### src/rtl/vga_arm_overlay.sv
// VGA overlay: grid, border and a gripper-coloured arm marker; rgb trails the counters by 2 cycles.
// Position strobes land in a shadow register and go live at the frame boundary; the block never backpressures.
module vga_arm_overlay #(
  parameter int GRID_SHIFT  = 6,
  parameter int MARKER_HALF = 8,
  parameter int BLINK_BIT   = 4
) (
  input  logic        clk,
  input  logic        rst_n,
  input  logic [9:0]  counter_x,
  input  logic [9:0]  counter_y,
  input  logic        in_display_area,
  input  logic        vga_h_sync_in,
  input  logic        vga_v_sync_in,
  input  logic [9:0]  pos_x,
  input  logic [9:0]  pos_y,
  input  logic        gripper_closed,
  input  logic        blink_en,
  input  logic        pos_valid,
  output logic [11:0] rgb,
  output logic        vga_h_sync_out,
  output logic        vga_v_sync_out,
  output logic        frame_tick,
  output logic        pos_pending
);

  localparam logic [9:0]  X_MAX   = 10'd640;
  localparam logic [9:0]  Y_MAX   = 10'd480;
  localparam logic [9:0]  BND_Y   = 10'd481;
  localparam logic [9:0]  X_HOME  = 10'd320;
  localparam logic [9:0]  Y_HOME  = 10'd240;
  localparam logic [10:0] HALF    = 11'(MARKER_HALF);

  localparam logic [11:0] C_BLACK  = 12'h000;
  localparam logic [11:0] C_RED    = 12'hF00;
  localparam logic [11:0] C_GREEN  = 12'h0F0;
  localparam logic [11:0] C_BORDER = 12'hFFF;
  localparam logic [11:0] C_GRID   = 12'h444;
  localparam logic [11:0] C_BACK   = 12'h008;

  logic [9:0]  sh_x, sh_y, act_x, act_y;
  logic        sh_g, act_g;
  logic [7:0]  frame_cnt;
  logic [9:0]  clamp_x, clamp_y;
  logic        boundary;

  logic        s1_marker, s1_grid, s1_border, s1_blink_off;
  logic        hit_x, hit_y;
  logic [10:0] cx_w, cy_w, ax_w, ay_w;
  logic [11:0] pix_next;

  assign clamp_x  = (pos_x > X_MAX) ? X_MAX : pos_x;
  assign clamp_y  = (pos_y > Y_MAX) ? Y_MAX : pos_y;
  assign boundary = (counter_x == 10'd0) && (counter_y == BND_Y);

  // Position double-buffer; a strobe on the boundary cycle goes live immediately.
  always_ff @(posedge clk) begin
    if (!rst_n) begin
      sh_x        <= X_HOME;
      sh_y        <= Y_HOME;
      sh_g        <= 1'b0;
      act_x       <= X_HOME;
      act_y       <= Y_HOME;
      act_g       <= 1'b0;
      pos_pending <= 1'b0;
      frame_cnt   <= 8'd0;
      frame_tick  <= 1'b0;
    end else begin
      frame_tick <= boundary;
      if (boundary) begin
        frame_cnt   <= frame_cnt + 8'd1;
        pos_pending <= 1'b0;
        if (pos_valid) begin
          sh_x  <= clamp_x;
          sh_y  <= clamp_y;
          sh_g  <= gripper_closed;
          act_x <= clamp_x;
          act_y <= clamp_y;
          act_g <= gripper_closed;
        end else begin
          act_x <= sh_x;
          act_y <= sh_y;
          act_g <= sh_g;
        end
      end else if (pos_valid) begin
        sh_x        <= clamp_x;
        sh_y        <= clamp_y;
        sh_g        <= gripper_closed;
        pos_pending <= 1'b1;
      end
    end
  end

  // 11-bit compares so the window neither underflows at 0 nor wraps near 1023.
  assign cx_w  = {1'b0, counter_x};
  assign cy_w  = {1'b0, counter_y};
  assign ax_w  = {1'b0, act_x};
  assign ay_w  = {1'b0, act_y};
  assign hit_x = (cx_w + HALF >= ax_w) && (cx_w <= ax_w + HALF);
  assign hit_y = (cy_w + HALF >= ay_w) && (cy_w <= ay_w + HALF);

  always_ff @(posedge clk) begin
    if (!rst_n) begin
      s1_marker    <= 1'b0;
      s1_grid      <= 1'b0;
      s1_border    <= 1'b0;
      s1_blink_off <= 1'b0;
    end else begin
      s1_marker    <= hit_x && hit_y;
      s1_grid      <= (counter_x[GRID_SHIFT-1:0] == '0) || (counter_y[GRID_SHIFT-1:0] == '0);
      s1_border    <= (counter_x == 10'd0) || (counter_x == X_MAX) ||
                      (counter_y == 10'd0) || (counter_y == Y_MAX);
      s1_blink_off <= blink_en && frame_cnt[BLINK_BIT];
    end
  end

  always_comb begin
    pix_next = C_BACK;
    if (!in_display_area) begin
      pix_next = C_BLACK;
    end else if (s1_marker && !s1_blink_off) begin
      pix_next = act_g ? C_RED : C_GREEN;
    end else if (s1_border) begin
      pix_next = C_BORDER;
    end else if (s1_grid) begin
      pix_next = C_GRID;
    end
  end

  always_ff @(posedge clk) begin
    if (!rst_n) begin
      rgb            <= C_BLACK;
      vga_h_sync_out <= 1'b0;
      vga_v_sync_out <= 1'b0;
    end else begin
      rgb            <= pix_next;
      vga_h_sync_out <= vga_h_sync_in;
      vga_v_sync_out <= vga_v_sync_in;
    end
  end

endmodule

### config.mk
export PLATFORM = sky130hd
export DESIGN_NAME = vga_arm_overlay
export DESIGN_NICKNAME = d
export VERILOG_FILES = /design/src/rtl/vga_arm_overlay.sv
export SDC_FILE = /design/constraint.sdc
export NUM_CORES = 1
export LEC_CHECK = 0
export ABC_AREA = 1
export BUFFER_PORTS_ARGS = -buffer_cell sky130_fd_sc_hd__buf_2
export CAP_MARGIN = 40
export CORE_ASPECT_RATIO = 1.4
export CORE_MARGIN = 2
export CORE_UTILIZATION = 40
export CTS_CLUSTER_SIZE = 24
export DETAILED_ROUTE_END_ITERATION = 10
export PLACE_DENSITY_LB_ADDON = 0.3
export SLEW_MARGIN = 0
export SYNTH_ARGS = -nofsm -noshare
export SYNTH_HDL_FRONTEND = slang
export SYNTH_SLANG_ARGS = --single-unit
### constraint.sdc
create_clock -name clk -period 2.3 [get_ports clk]
set_input_delay 0.115 -clock clk [delete_from_list [all_inputs] [get_ports clk]]
set_output_delay 0.115 -clock clk [all_outputs]
set_load 0.005 [all_outputs]
==> results of run 1 <==
per-layer routing:
| metal | GRT usage | wire, um |
|---|---|---|
| met2 | 0.343 | 4800 |
| met4 | 0.0879 | 293 |
| met1 | 0.196 | 3700 |
| met3 | 0.0362 | 347 |
| met5 | 0 | 0 |
cell type report:
cell class	count	share of cell area
clock buffer	10	0.0524
clock inverter	6	0.0151
inverter	76	0.0626
multi-input combinational	405	0.491
sequential	62	0.272
tap	110	0.0302
timing repair buffer	67	0.0768
cells in the final DEF (no fill, tap or decap), types with 2 or more instances in the layout:
cell type,instances
or2_2,2
ha_1,39
nand2_1,152
inv_2,4
a21oi_1,33
nor2_2,2
nor2_1,74
dfxtp_1,62
nand4_1,2
xor2_1,13
clkbuf_16,9
clkinv_4,2
buf_4,2
nor3_1,11
inv_1,72
o21ai_2,4
nand3_1,22
nand3b_1,4
dlygate4sd3_1,2
nand3_2,3
o21ai_1,2
a21o_1,2
o21ai_0,18
xnor2_1,4
nand2_2,2
o22ai_2,7
buf_2,63
worst max-delay path by stage:
stage	start	end	slack (ns)	cells past startpoint
floorplan	act_y[5]$_SDFFE_PN1P_	s1_marker$_SDFF_PN0_	0.56	12
global placement	act_y[5]$_SDFFE_PN1P_	s1_marker$_SDFF_PN0_	0.42	12
detailed placement	act_y[5]$_SDFFE_PN1P_	s1_marker$_SDFF_PN0_	0.39	12
CTS	act_y[5]$_SDFFE_PN1P_	s1_marker$_SDFF_PN0_	0.37	12
global route	act_x[3]$_SDFFE_PN0P_	s1_marker$_SDFF_PN0_	0.11	11
finish	act_x[4]$_SDFFE_PN0P_	s1_marker$_SDFF_PN0_	0.37	12
power breakdown:
part | internal, mW | switching, mW
Clock | 0.873 | 0.502
Sequential | 1.10 | 0.00576
Combinational | 0.121 | 0.194
sequential cells by signal, indices dropped and copies added (netlist names):
signal,count
act_g,1
act_x,10
act_y,10
frame_cnt,5
frame_tick,1
pos_pending,1
rgb,7
s1_blink_off,1
s1_border,1
s1_grid,1
s1_marker,1
sh_g,1
sh_x,10
sh_y,10
vga_h_sync_out,1
vga_v_sync_out,1
kinds of logic (layout without fill, tap and decap cells):
group                    count (synthesis)  count (layout)  share of synthesized area
AND/OR/NAND/NOR                        278             278                      0.300
buffers and inverters                   91             159                      0.100
AO/OA/AOI/OAI                           70              70                      0.112
flip-flops                              62              62                      0.321
adder cells (fa/ha/maj)                 39              39                      0.126
XOR/XNOR                                17              17                     0.0385
multiplexers                             1               1                    0.00259
worst reg2reg max path: stages (launching register included):
cell and delay (ns):
dfxtp_1 0.35, ha_1 0.19, nand2_1 0.08, nor2_1 0.13, xor2_1 0.19, inv_1 0.07, ha_1 0.27, nand3_1 0.07
a21oi_1 0.16, nand4_1 0.10, nand2_1 0.12, nand2_1 0.06, nor2_1 0.08
timing repair:
item                                   CTS  global route
hold buffers                             2             0
endpoints found under the hold margin    2             0
gates resized for setup                  0             0
through the flow:
stage / hold WS [ns] / util
after detailed placement: 0.311 / 0.450
after global routing: 0.0160 / 0.485
after global placement: 0.295 / 0.450
final: 0.0132 / 0.485
after CTS: 0.00599 / 0.485
after floorplan: 0.213 / -
==> flow_summary.yaml, run 1 <==
status:
  status: "finished clean"
yosys:
  synth_flop_cell: "dfxtp_1"
  synth_largest_area_cell: "dfxtp_1"
  ys_warn_count: 0
  syn_area_um2: 3860
  synth_most_common_cell: "nand2_1"
  syn_avg_cell_area_um2: 6.93
  ys_top_cells_by_area: "dfxtp_1 32%, nand2_1 15%, ha_1 13%"
  synthArstFlopShare: 0
  synth_edf_count: 0
  synth_common_cells: "152 x nand2_1, 74 x nor2_1, 72 x inv_1"
  syn_nets: 645
  yosysUniqueCellTypes: 35
  synth.top_cell.area_share: 0.321
  ys_ff_latch: 62
  ys_seq_area_frac: 0.321
  synthCells: 558
cts:
  clockBufferDepth: 2
  clkSlewWorstSetupHoldPaths_ns: 0.06
  cts_made_buffers: 9
  post_cts_buffers: 0
  clk_latency_ns: 0.33
  numClockSinks: 62
  cts-htree-levels: 3
  cts-root-buf: "clkbuf_16"
  cts_tree: "done"
setup_path:
  critPathMaxFanout: 3
  crit_buf_inv: 1
  critPathCaptureType: "register"
  crit_type: "register to register"
  critical_path.slowest_cell: "dfxtp_1"
  cp_data_required_time_ns: 2.56
  max_stage_delay_ns: 0.35
  reg2reg_slack_ns: 0.37
  crit_path_frequent_cell: "nand2_1"
  critical_path_arrival_ns: 2.19
  r2r-start: "act_x[4]$_SDFFE_PN0P_"
  worstRegToRegCells: 12
  worstPathCellList: "ha_1 > nand2_1 > nor2_1 > xor2_1 > inv_1 > ha_1 > nand3_1 > a21oi_1 > nand4_1 > nand2_1 > nand2_1 > nor2_1"
  cpLargestDelayFamily: "simple AND/OR/NAND/NOR gates"
  start_kind: "register"
  r2r-end: "s1_marker$_SDFF_PN0_"
placement:
  dp_cells: 718
  routabilityCongestion: 0.821
  io_buffers: 63
  placed_cell_area_um2: 4230
  dp_slack_ns: 0.386
  hpwl_um: 7170
cells_and_area:
  diodes: 0
  nFillCells: 957
  syn2layout_area_growth_pct: 18.0
  stdcell_area_um2: 4560
  fin_nets: 708
  multiInputGateArea_um2: 2240
  layout-drive-gt1-share: 0.171
  regArea_um2: 1240
  instances_no_fill: 736
pwr:
  power_mw: 2.79
  p_leak_nw: 2.33
  ir_worst_vdd_mv: 0.372
  power-per-cell-area_nw_per_um2: 613
die:
  io_pins: 64
  initial_core_util: 0.411
  rows: 42
  die_x_um: 87.1
  die_area_um2: 10500
  die_y_um: 120
  design.core.area_um2: 9410
detailed_routing:
  drtIter0Drc: 141
  drtAntennaViolNets: 0
  wl_per_cell_um: 12.4
  vias: 3628
  via_per_inst: 4.93
  drtPass1Iterations: 4
  wl_um: 9140
  drc_errors: 0
sta:
  slew_violations: 0
  worst_pin_slew_ns: 0.760
  period_share: 0.838
  rsz0062_at_grt: "no"
  finalClockSkew_ns: 0.00702
  setup_ws_ns: 0.372
  period_needed_ns: 1.93
  timing.slew.headroom: 0.493
  final-setup-viol-count: 0
  final_hold_viol_count: 0
  fin_tns_setup_ns: 0
  max_clock_freq_mhz: 519
grt:
  antenna_found_initial: 0
  grt_max_degree: 23
  grt_pass1_vias: 3481
  overflow: 0
  track_usage: 0.186
  grt_pass1_wl_um: 15300
worst_hold_path:
  whs_path_depth: 3
  holdPathEnd: "s1_blink_off$_SDFF_PN0_"
  hp-start: "blink_en"
  hold_class: "input port to register"
flow_run:
  maxCapViolCount: 0
No activity file was read; power rests on OpenSTA's default activity.
==> run 2: changes to the inputs <==
==> constraint.sdc (replaced) <==
create_clock -name clk -period 1.9 [get_ports clk]
set_input_delay 0.095 -clock clk [delete_from_list [all_inputs] [get_ports clk]]
set_output_delay 0.095 -clock clk [all_outputs]
set_load 0.005 [all_outputs]
==> run 2 against run 1 <==
Compared with the run above:
- routed wire length is 6.0% higher
- die area is the same
- cell count up 1.9%
- clock power up 23%
- via count up 3.4%
- register-to-register slack worse by 0.27 ns
- critical path type unchanged
- largest cell class unchanged
- largest power group unchanged
==> flow_summary.yaml, run 2 (synthesis gave the netlist of run 1 again) <==
status:
  status: "finished clean"
pwr:
  p_seq_frac: 0.389
  ir_worst_vdd_mv: 0.424
  p_leak_nw: 2.41
  clockPowerShare: 0.493
  power.internal_mw: 2.57
  power-per-cell-area_nw_per_um2: 709
  swShare: 0.246
  p_switching_mw: 0.840
  p_comb_frac: 0.118
  power_mw: 3.41
cells_and_area:
  nFillCells: 921
  fin_nets: 722
  mostFrequentLayoutCell: "nand2_1"
  stdcell_area_um2: 4810
  layout_common_cells: "147 x nand2_1, 70 x inv_1, 70 x nor2_1, 63 x buf_2, 56 x dfxtp_1"
  diodes: 0
  layout-drive-gt1-share: 0.230
  syn2layout_area_growth_pct: 24.4
die:
  die_x_um: 87.1
  die_area_um2: 10500
  die_y_um: 120
  initial_core_util: 0.411
  rows: 42
  io_pins: 64
  design.core.area_um2: 9410
setup_path:
  critPathCaptureType: "register"
  critical_path_arrival_ns: 2.03
  crit_type: "register to register"
  cp_data_required_time_ns: 2.13
  worstRegToRegCells: 13
  reg2reg_slack_ns: 0.10
  start_kind: "register"
  critPathMaxFanout: 3
sta:
  final_hold_viol_count: 0
  period_needed_ns: 1.80
  holdWs_ns: 0.0783
  finalClockSkew_ns: 0.00642
  max_clock_freq_mhz: 556
  period_share: 0.947
  final-setup-viol-count: 0
  timing.slew.headroom: 0.652
  worst_pin_slew_ns: 0.522
  slew_violations: 0
  fin_tns_setup_ns: 0
flow_run:
  maxCapViolCount: 0
placement:
  hpwl_um: 7620
  placed_cell_area_um2: 4290
  routabilityCongestion: 0.830
  io_buffers: 63
grt:
  grt_use_met3: 0.0328
  track_usage: 0.192
  use_met2: 0.369
  antenna_found_initial: 0
  grt_pass1_wl_um: 15900
  grt_pass1_vias: 3663
  grt_max_degree: 20
  met1_usage: 0.193
  top_usage_layer: "met2"
  overflow: 0
detailed_routing:
  wl_per_cell_um: 12.9
  vias: 3750
  via_per_inst: 5.00
  drtPass1Iterations: 6
  wl_um: 9690
  drc_errors: 0
  drtAntennaViolNets: 0
  drtIter0Drc: 168
cts:
  clockBufferDepth: 2
  clkSlewWorstSetupHoldPaths_ns: 0.06
  clk_latency_ns: 0.33
  cts_made_buffers: 9
  cts_tree: "done"
  cts-root-buf: "clkbuf_16"
  numClockSinks: 62
  cts-htree-levels: 3
worst_hold_path:
  whs_path_depth: 3
  hold_class: "input port to register"
run 2: repair_timing:
action                                  CTS  global route
setup buffers                             0             5
hold endpoints to repair                  3             0
hold buffers                              3             0
resized for setup                         4            37
pin swaps                                 0            20
endpoints found under the setup margin    1             1
run 2: area by class of cell:
cell class	count	area, um^2	area share
Inverter	76	285	0.0593
Tap cell	110	138	0.0286
Clock inverter	4	53.8	0.0112
Multi-Input combinational cell	405	2350	0.489
Timing Repair Buffer	81	462	0.0960
Clock buffer	12	256	0.0533
Sequential cell	62	1260	0.263
run 2: final timing paths:
check                       endpoint                      start
min                  sh_g$_SDFF_PN0_             gripper_closed
max             s1_marker$_SDFF_PN0_      act_x[3]$_SDFFE_PN0P_
min reg2reg  s1_blink_off$_SDFF_PN0_  frame_cnt[4]$_SDFFE_PN0P_
max reg2reg     s1_marker$_SDFF_PN0_      act_x[3]$_SDFFE_PN0P_
run 2: power groups by stage:
stage | clock [mW] | sequential [mW] | combinational [mW]
after CTS | 1.70 | 1.34 | 0.399
after global routing | 1.75 | 1.33 | 0.459
after global placement | 0 | 1.36 | 0.378
after detailed placement | 0 | 1.36 | 0.392
after floorplan | 0 | 1.36 | 0.236
final | 1.68 | 1.33 | 0.402
run 2: per-layer routing:
metal  up-vias  share of wire  wire length [um]
met4         0          0.033               318
met2        75           0.55              5310
li1       1924              -                 -
met1      1731           0.39              3770
met5         -              0                 0
met3        20          0.031               296
run 2: worst max-delay path: stages (launching register included):
cell and delay [ns]:
dfxtp_4 0.37, ha_4 0.16, nand2_4 0.06, nor2_2 0.10, xor2_1 0.14, inv_1 0.09
ha_4 0.26, nand3_2 0.07, a21oi_2 0.13, nand2_1 0.07, nand2_1 0.06, nand2_1 0.07
nand2_1 0.07, nor2_1 0.04
run 2: per-stage QoR:
step	util	setup slack (ns)	instances
2_1_floorplan	-	0.157	558
3_3_place_gp	0.456	0.0715	726
3_5_place_dp	0.456	-0.0462	726
4_1_cts	0.494	0.00309	745
5_1_grt	0.511	-0.0535	750
6_report	0.511	0.101	750
==> run 3: changes to the inputs <==
--- a/config.mk
+++ b/config.mk
@@ -10,7 +10,7 @@
 export CAP_MARGIN = 40
 export CORE_ASPECT_RATIO = 1.4
 export CORE_MARGIN = 2
-export CORE_UTILIZATION = 40
+export CORE_UTILIZATION = 50
 export CTS_CLUSTER_SIZE = 24
 export DETAILED_ROUTE_END_ITERATION = 10
 export PLACE_DENSITY_LB_ADDON = 0.3
==> run 3 against run 2 <==
Compared with the run above:
- register-to-register slack lost 0.06 ns
- worst hold slack lost 0.044 ns
- cell count shrank 2.0%
- critical path depth is the same
- routed wire length shrank 2.6%
- via count shrank 1.4%
- global-route usage grew 3.8 points
- power shrank 11%
- first-iteration DRC count shrank 26%
==> flow_summary.yaml, run 3 (synthesis gave the netlist of run 1 again) <==
sta:
  timing.slew.headroom: 0.674
  max_clock_freq_mhz: 539
  final_hold_viol_count: 0
  period_share: 0.976
  period_needed_ns: 1.86
  setup_ws_ns: 0.0449
  holdWs_ns: 0.0341
  worst_pin_slew_ns: 0.488
  finalClockSkew_ns: 0.0100
  slew_violations: 0
  final-setup-viol-count: 0
  rsz0062_at_grt: "yes"
setup_path:
  critical_path.slowest_cell: "dfxtp_2"
  cp_data_required_time_ns: 2.15
  crit_type: "register to register"
  reg2reg_slack_ns: 0.04
  start_kind: "register"
  r2r-start: "act_y[4]$_SDFFE_PN1P_"
  r2r-end: "s1_marker$_SDFF_PN0_"
  critPathMaxFanout: 3
  worstPathCellList: "ha_4 > nand2_1 > nor2_1 > xor2_1 > inv_1 > ha_1 > nand3_1 > a21oi_2 > nand2_1 > nand2_1 > nand2_1 > nand2_1 > nor2_1"
  worstRegToRegCells: 13
  crit_path_frequent_cell: "nand2_1"
  crit_buf_inv: 1
  critical_path_arrival_ns: 2.11
  cpLargestDelayFamily: "simple AND/OR/NAND/NOR gates"
  critPathCaptureType: "register"
  max_stage_delay_ns: 0.36
cells_and_area:
  multiInputGateArea_um2: 2320
  nFillCells: 694
  mostFrequentLayoutCell: "nand2_1"
  regArea_um2: 1250
  diodes: 0
  layout_common_cells: "151 x nand2_1, 72 x inv_1, 71 x nor2_1, 63 x buf_2, 57 x dfxtp_1"
  syn2layout_area_growth_pct: 20.3
  fin_nets: 720
  layout-drive-gt1-share: 0.210
  final_util: 0.628
detailed_routing:
  drtPass1Iterations: 4
  via_per_inst: 5.03
  drtAntennaViolNets: 0
  wl_per_cell_um: 12.8
  drc_errors: 0
  wl_um: 9440
  vias: 3697
  drtIter0Drc: 124
cts:
  clkSlewWorstSetupHoldPaths_ns: 0.07
  cts-htree-levels: 3
  clk_latency_ns: 0.35
  cts_made_buffers: 9
  clockBufferDepth: 2
  cts-root-buf: "clkbuf_8"
  numClockSinks: 62
  cts_tree: "done"
die:
  die_area_um2: 8460
  design.core.area_um2: 7410
  io_pins: 64
  rows: 37
  initial_core_util: 0.522
  die_x_um: 78.3
  die_y_um: 108
flow_run:
  maxCapViolCount: 0
grt:
  grt_pass1_wl_um: 15300
  grt_pass1_vias: 3535
  grt_max_degree: 20
  antenna_found_initial: 0
  track_usage: 0.230
  overflow: 0
worst_hold_path:
  hold_class: "input port to register"
  hp-start: "pos_x[8]"
  holdPathEnd: "sh_x[8]$_SDFF_PN1_"
  whs_path_depth: 3
pwr:
  power-per-cell-area_nw_per_um2: 653
  power_mw: 3.04
  p_leak_nw: 2.36
  ir_worst_vdd_mv: 0.427
placement:
  io_buffers: 63
  dp_slack_ns: -0.0325
  hpwl_um: 7440
  routabilityCongestion: 0.907
status:
  status: "finished clean"
## run 3: changes by cell type in the layout (fill, tap and decap cells not counted), moves of 2 or more
| cell | before | now |
|---|---|---|
| clkinvlp_4 | 2 | 0 |
| clkbuf_8 | 2 | 10 |
| inv_1 | 70 | 72 |
| nand2_1 | 147 | 151 |
| clkinv_4 | 0 | 2 |
| clkbuf_16 | 9 | 0 |
| dfxtp_2 | 0 | 2 |
| dfxtp_4 | 6 | 3 |
| inv_2 | 6 | 4 |
| nand2_2 | 6 | 2 |
## run 3: per-layer routing
layer / wire [um] / global-route usage / vias up
li1: - / - / 1920
met5: 0 / 0 / -
met1: 3620 / 0.225 / 1688
met3: 206 / 0.0259 / 29
met4: 417 / 0.145 / 0
met2: 5190 / 0.452 / 60
## run 3: repair_timing
item,4_1_cts,5_1_grt
endpoints found under the hold margin,3,0
endpoints found under the setup margin,1,1
pin swaps,0,9
gates resized for setup,1,24
setup buffers,0,1
hold buffers,3,0
gates cloned,0,0
## run 3: report_power, final
group | total (mW) | switching [mW] | leakage (nW) | internal, mW
Sequential | 1.33 | 0.00760 | 0.507 | 1.32
Combinational | 0.400 | 0.241 | 1.74 | 0.159
Clock | 1.31 | 0.530 | 0.113 | 0.776
Total | 3.04 | 0.778 | 2.36 | 2.26
## run 3: worst max-delay path by stage
stage                                end  depth (start not counted)                  start
finish              s1_marker$_SDFF_PN0_                         13  act_y[4]$_SDFFE_PN1P_
global route        s1_marker$_SDFF_PN0_                         12  act_y[4]$_SDFFE_PN1P_
CTS                 s1_marker$_SDFF_PN0_                         12  act_y[3]$_SDFFE_PN0P_
detailed placement  s1_marker$_SDFF_PN0_                         12  act_y[3]$_SDFFE_PN0P_
global placement    s1_marker$_SDFF_PN0_                         11  act_x[3]$_SDFFE_PN0P_
floorplan           s1_marker$_SDFF_PN0_                         12  act_y[5]$_SDFFE_PN1P_
## run 3: area by class of cell
cell class	count	share of cell area
multi-input cells	405	0.499
flip-flops and latches	62	0.270
repair buffers	79	0.0952
inverters	76	0.0613
clock buffers	11	0.0304
well taps	97	0.0261
clock inverters	5	0.0178
## run 3: metrics by stage
step                      cell area [um^2]  setup TNS, ns  cells
after detailed placement              4290        -0.0325    715
after global placement                4290              0    715
final                                 4650              0    735
after floorplan                       3860              0    558
after CTS                             4550              0    734
after global routing                  4650         -0.114    735
## run 3: worst min-delay path, stage by stage
cell and delay (ns):
buf_2 0.11, a22oi_1 0.09, nand2_1 0.06
